[config.mk]
export PLATFORM = sky130hd
export DESIGN_NAME = time_keeper
export DESIGN_NICKNAME = d
export VERILOG_FILES = /design/src/rtl/time_keeper.sv
export SDC_FILE = /design/constraint.sdc
export NUM_CORES = 1
export LEC_CHECK = 0
export BUFFER_PORTS_ARGS = -buffer_cell sky130_fd_sc_hd__buf_2
export CORE_MARGIN = 2
export CORE_UTILIZATION = 59
export CTS_CLUSTER_DIAMETER = 50
export DETAILED_ROUTE_END_ITERATION = 12
export PLACE_DENSITY_LB_ADDON = 0.08
export SYNTH_ARGS = -nofsm -noshare
export SYNTH_HDL_FRONTEND = slang
export SYNTH_SLANG_ARGS = --single-unit
[constraint.sdc]
create_clock -name clk -period 2.6 [get_ports clk]
set_input_delay 0.52 -clock clk [delete_from_list [all_inputs] [get_ports clk]]
set_output_delay 0.52 -clock clk [all_outputs]
set_load 0.02 [all_outputs]
[src/rtl/time_keeper.sv]
// Time-of-day keeper: prescaled seconds, BCD HH:MM:SS with set pulses.
// All outputs come straight from registers; set pulses take priority over the second event.
module time_keeper #(
  parameter int CLK_HZ = 100000000
) (
  input  logic        clk,
  input  logic        rst,
  input  logic        run,
  input  logic        set_min,
  input  logic        set_hr,
  output logic [15:0] time_bcd,
  output logic [7:0]  sec_bcd,
  output logic        sec_tick,
  output logic        colon
);

  localparam int PW = (CLK_HZ > 1) ? $clog2(CLK_HZ) : 1;
  localparam logic [PW-1:0] PRESC_MAX  = PW'(CLK_HZ - 1);
  localparam logic [PW-1:0] PRESC_HALF = PW'(CLK_HZ / 2);

  logic [PW-1:0] presc_q, presc_d;
  logic [7:0]    sec_q, sec_d;
  logic [7:0]    min_q, min_d;
  logic [7:0]    hr_q, hr_d;
  logic          tick_q, tick_d;
  logic          colon_q, colon_d;
  logic          anySet, secEvent, minCarry, hrCarry;

  // Two-digit BCD increment that wraps to 00 after maxV.
  function automatic logic [7:0] bcdInc(input logic [7:0] v, input logic [7:0] maxV);
    if (v == maxV) return 8'h00;
    if (v[3:0] == 4'd9) return {v[7:4] + 4'd1, 4'd0};
    return {v[7:4], v[3:0] + 4'd1};
  endfunction

  always_comb begin
    anySet   = set_min | set_hr;
    secEvent = run && (presc_q == PRESC_MAX) && !anySet;
    minCarry = secEvent && (sec_q == 8'h59);
    hrCarry  = minCarry && (min_q == 8'h59);

    presc_d = presc_q;
    if (anySet) begin
      presc_d = '0;
    end else if (run) begin
      presc_d = secEvent ? '0 : presc_q + PW'(1);
    end

    sec_d = sec_q;
    if (anySet) begin
      sec_d = 8'h00;
    end else if (secEvent) begin
      sec_d = bcdInc(sec_q, 8'h59);
    end

    min_d = min_q;
    if (set_min || minCarry) begin
      min_d = bcdInc(min_q, 8'h59);
    end

    hr_d = hr_q;
    if (set_hr || hrCarry) begin
      hr_d = bcdInc(hr_q, 8'h23);
    end

    tick_d = secEvent;
    // Colon tracks the prescaler value that will be visible after this edge.
    colon_d = run ? (presc_d < PRESC_HALF) : colon_q;
  end

  always_ff @(posedge clk or posedge rst) begin
    if (rst) begin
      presc_q <= '0;
      sec_q   <= 8'h00;
      min_q   <= 8'h00;
      hr_q    <= 8'h00;
      tick_q  <= 1'b0;
      colon_q <= 1'b0;
    end else begin
      presc_q <= presc_d;
      sec_q   <= sec_d;
      min_q   <= min_d;
      hr_q    <= hr_d;
      tick_q  <= tick_d;
      colon_q <= colon_d;
    end
  end

  assign time_bcd = {hr_q, min_q};
  assign sec_bcd  = sec_q;
  assign sec_tick = tick_q;
  assign colon    = colon_q;

endmodule

# --- Yosys cells after proc, flatten, opt, wreduce, memory -nomap -nowiden ---
# Index checks and enable logic that the tools add are counted.
# W data, S select, Z words.
op_classes:
  n_reduce_logical: 14
  n_bitwise: 1
  magnitude_cmp: 1
  eq_ne: 7
  addsub: 7
  mux: 34
op_table:
  columns: ["op", "n"]
  rows:
  - ["$mux W8", 14]
  - ["$mux W27", 3]
  - ["$add A27 B1 Y27 const B", 1]
  - ["$eq A27 B27 Y1 const B", 1]
  - ["$lt A27 B26 Y1 const B", 1]
  - ["$add A4 B1 Y4 const B", 6]
  - ["$mux W1", 17]
  - ["$eq A8 B7 Y1 const B", 2]
  - ["$eq A4 B4 Y1 const B", 3]
  - ["$eq A8 B6 Y1 const B", 1]
  - ["$reduce_and A2 Y1", 3]
  - ["$reduce_bool A2 Y1", 3]
  - ["$logic_and A1 B1 Y1", 4]
  - ["$reduce_bool A3 Y1", 1]
  - ["$logic_or A1 B1 Y1", 2]
  - ["$logic_not A1 Y1", 1]
  - ["$or A1 B1 Y1", 1]
word_totals:
  reg_bits: 53
  wordCells: 73
  output_inout_bits: 26

# --- Logic depth before layout (Yosys ltp) ---
logic_depth:
  depth_word: 12
  depth_mapped: 10
  ltp_nobuf: 9

# --- Least setup slack after synthesis ---
# No wires, ideal clock.
synth_path:
  path_kind: "in2reg"
  from: "input port run"
  to: "register colon_q, in the netlist colon"
  setup_ns: 0.131
  path_slack_ns: 0.192
  arrival_ns: 2.277
  path_stages: 8
  path_cell_list: "buf_2 inv_1 or4_4 xor2_1 or4_1 nor4_1 o2bb2ai_1 a31oi_1"
synth_between:
  elab_chain_cells: 6
synth_rtl:
  columns: ["item", "line", "rtl"]
  rows:
  - ["from (decl)", "8", "input logic run,"]
  - ["$logic_and A1 B1 Y1 (2 in series)", "38", "secEvent = run && (presc_q == PRESC_MAX) && !anySet;"]
  - ["$mux W27", "46", "presc_d = secEvent ? '0 : presc_q + PW'(1);"]
  - ["$mux W27", "45", "end else if (run) begin"]
  - ["$mux W27", "43", "if (anySet) begin"]
  - ["$lt A27 B26 Y1", "68", "colon_d = run ? (presc_d < PRESC_HALF) : colon_q;"]
  - ["to (signal assigned)", "85", "colon_q <= colon_d;"]
  - ["to (decl)", "26", "logic colon_q, colon_d;"]
# Parallel ways exist; a longest one is shown, timed or not.
# A chain may end at the register's enable or synchronous reset.

# --- Worst setup path in the final report ---
layout_path:
  from: "register presc_q[1]"
  to: "register colon_q, in the netlist colon"
layout_between:
  elab_chain_cells: 7
  word_cells_on_any_way: 8
  classes_between: "add/sub (1); order compare (1); eq/ne (1); mux (3); reduce/logical (2)"
layout_rtl:
  columns: ["item", "line", "rtl"]
  rows:
  - ["from (decl)", "21", "logic [PW-1:0] presc_q, presc_d;"]
  - ["from (signal assigned)", "80", "presc_q <= presc_d;"]
  - ["parallel branches: the longest is 4 deep, another holds $add A27 B1 Y27", null, null]
  - ["$mux W27 *", "45", null]
  - ["$mux W27 *", "43", null]
  - ["$lt A27 B26 Y1 *", "68", null]
# Mark *: on every way between the ends.

==> summary.txt <==
Routing
  • Antenna Violating Nets Remaining: 0
  • DR vias: 2732
  • Routed len/inst: 15.0 µm
  • Final wirelength: 7090 µm
  • DR iter-0 viols: 176
  • Drt via density: 5.78
  • Drc violations: 0
  • DRT Pass-1 Iters: 4

Yosys
  • Cell Area, Synth: 3240 µm²
  • Cells after Synth: 356
  • EDFF count, synth: 0
  • Syn_area_per_cell: 9.09 µm²
  • Syn Nets: 374
  • Register area share after synthesis: 41.0%
  • Ys flop type: dfrtp_1
  • Async SR Flop Fraction: 100%
  • Cell variety after synth: 63
  • Syn. warnings: 0
  • Post-synthesis register bit count: 53

Worst setup path
  • Crit Path Max Fanout: 5
  • Setup crit start kind: register
  • Type of the worst setup path: register to register
  • Cell Chain, Critical Path: ha_4 -> nand3_1 -> or4_4 -> xor2_1 -> or4_1 -> nor4_2 -> o2bb2ai_1 -> a31oi_1
  • Worst path slowest cell: or4_4
  • Worst Path Arrival: 2.67 ns
  • Register-to-Register Path Depth: 8
  • Critical Path Stages: 8
  • Crit. End Element: register
  • Req. time, crit path: 2.79 ns
  • Top delay family on crit path: simple AND/OR/NAND/NOR gates
  • CP peak stage delay: 0.53 ns
  • WP buf/inv: 0

STA
  • Clk_skew: 0.00679 ns
  • Least-Margin Pin Slew: 0.416 ns
  • Worst Slack Setup Final: 0.121 ns
  • Setup violations, final: 0
  • Hold WS: 0.239 ns
  • Max Slew Vio Count: 0
  • Final period util: 95.4%
  • Fin. Hold Viols: 0
  • Peak Freq: 403 MHz
  • Slew Limit Headroom: 72.2%
  • Final worst path period need: 2.48 ns

Die
  • Core region area: 5200 µm²
  • Num ports: 31
  • Die Wd: 78.1 µm
  • Die H: 78.1 µm
  • Initial Utilization: 62.2%
  • Row count: 26
  • DIE AREA: 6090 µm²

Global routing
  • Initial antenna violation count: 0
  • Top Usage Layer GRT: met2
  • GR Util met1: 33.1%
  • Gr ovfl total: 0
  • Pin count of the biggest net entering global routing: 54
  • First-pass GRT wire length: 12100 µm
  • Met3 GRT Util: 4.48%
  • GR Util All Layers: 25.1%
  • GR Util met2: 42.2%
  • Vias in the first global route: 2635

Placement
  • Count of port buffers added during placement: 30
  • Pre-CTS WS: 0.0585 ns
  • DP Wirelength: 5150 µm
  • RePlAce Congestion: 0.946
  • Placed instance count: 465

Finish
  • # diodes: 0
  • Nets@finish: 420
  • Finished Layout Cells: 473
  • P&R area growth vs syn: 14.7%
  • Layout cells sized above 1: 22.3%

Clock tree
  • Clock transition at path regs: 0.09 ns
  • CTS buffer count: 5
  • Worst skew pair latency: 0.31 ns
  • CTS tree: done
  • Hold_buf cts: 0
  • Max Root-Sink Buffers: 2
  • H-tree depth: 2
  • Clock tree sinks: 53
  • Post-CTS setup buffers: 0
  • Clk root buf: clkbuf_8
  • Number of gates resized after CTS: 0

Power
  • Internal: 1.48 mW
  • Clock Power Share: 26.2%
  • Pwr/cell area: 606 nW/µm²
  • Sequential share of power: 47.5%
  • VDD IR-drop max: 0.000520 V
  • Share of total power in combinational logic: 26.2%
  • Net Sw Power: 773 µW
  • P_leak: 1.65 nW
  • Sw frac: 34.4%

Hold path
  • Worst min path class: input pin to asynchronous set/reset pin

Job
  • Maxcap violations: 0

Status
  • Status: completed
-- cell families (layout without fill, tap and decap cells) --
group | Yosys count | in the layout | share of synthesized area, %
fa+ha+maj | 14 | 14 | 5.33
mux | 3 | 3 | 1.04
buf+inv | 35 | 82 | 5.26
xor+xnor | 20 | 20 | 5.41
compound gates | 75 | 75 | 15.1
flops | 53 | 53 | 41.0
simple gates | 156 | 156 | 26.9
-- through the flow --
stage | total power [mW] | util (%) | instance area [µm²] | TNS (ns)
after floorplan | 1.49 | - | 3240 | 0
after global placement | 1.66 | 68.7 | 3580 | 0
after detailed placement | 1.68 | 68.7 | 3580 | 0
after CTS | 2.27 | 70.9 | 3690 | 0
after global routing | 2.39 | 71.3 | 3710 | -0.0199
final | 2.25 | 71.3 | 3710 | 0
-- layout by cell type (no fill, tap or decap), drive strengths merged, types with 6 or more instances in the layout --
cell    instances
buf            55
dfrtp          53
nor2           35
nand2          34
o21ai          34
inv            19
nor3           17
nand3          15
xnor2          14
ha             13
a21oi          12
nand4           9
clkbuf          7
xor2            6
nor4            6
and2            6
-- state kept, by name, summed over array words and instances (netlist names) --
register / cells
presc_q: 27
colon: 1
sec_tick: 1
min_q: 8
sec_bcd: 8
hr_q: 8
-- synth_stat cells (2+ instances only) --
cell type  count  area share, %
a211o_1        2           0.54
a21o_1         3           0.70
a21oi_1       12            1.9
a22o_1         3           0.81
a31oi_1        2           0.39
and2_1         4           0.77
and3_1         3           0.58
and3b_1        2           0.54
and4_2         2           0.62
buf_2          2           0.31
buf_4          3           0.70
buf_6          3            1.0
clkbuf_1       6           0.70
clkbuf_2       2           0.31
dfrtp_1       53             41
ha_1          13            5.0
inv_1         19            2.2
mux2_2         2           0.70
nand2_1       33            3.8
nand2b_1       3           0.58
nand3_1       14            2.2
nand3b_1       2           0.46
nand4_1        8            1.5
nor2_1        34            3.9
nor2b_1        2           0.39
nor3_1        16            2.5
nor4_1         3           0.58
nor4_2         3            1.2
o21ai_0       26            4.0
o21ai_1        8            1.2
o22ai_1        3           0.58
o2bb2ai_1      2           0.54
o31ai_1        5            1.2
o41ai_1        2           0.54
or2_2          4           0.77
or3_1          5           0.97
or4_1          3           0.70
xnor2_1       14            3.8
xor2_1         6            1.6
-- final cells by class --
class	instances	area, µm²
clock inverter	1	30.0
fill	408	1490
inverter	19	71.3
clock buffer	7	86.3
sequential	53	1330
timing repair buffer	55	350
multi-input combinational	268	1760
tap	70	87.6
-- per-layer routing --
metal	wire length, µm	vias to the layer above
met4	77	0
li1	-	1355
met2	3510	58
met5	0	-
met1	3210	1311
met3	295	8
-- power by group through the flow --
stage          sequential, mW  combinational, mW  clock, mW
6_report                 1.07              0.590      0.590
5_1_grt                  1.09              0.669      0.633
4_1_cts                  1.07              0.598      0.602
3_5_place_dp             1.08              0.599          0
3_3_place_gp             1.08              0.576          0
2_1_floorplan            1.17              0.316          0
-- worst reg2reg max path: stages, from the launching register on --
cell and delay (ns):
dfrtp_1 0.45, ha_4 0.18, nand3_1 0.12, or4_4 0.53, xor2_1 0.17, or4_1 0.41
nor4_2 0.23, o2bb2ai_1 0.16, a31oi_1 0.11
-- final timing paths --
check	slack [ns]	endpoint	from
min in group clk	0.51	sec_bcd[7]	sec_bcd[7]
worst max-delay path	0.12	colon	presc_q[1]
worst min register to register	0.51	sec_bcd[7]	sec_bcd[7]
worst min-delay path	0.24	hr_q[0]	rst
max in group asynchronous	2.10	presc_q[10]	rst
worst max register to register	0.12	colon	presc_q[1]
Power figures use the tool's default switching activity.
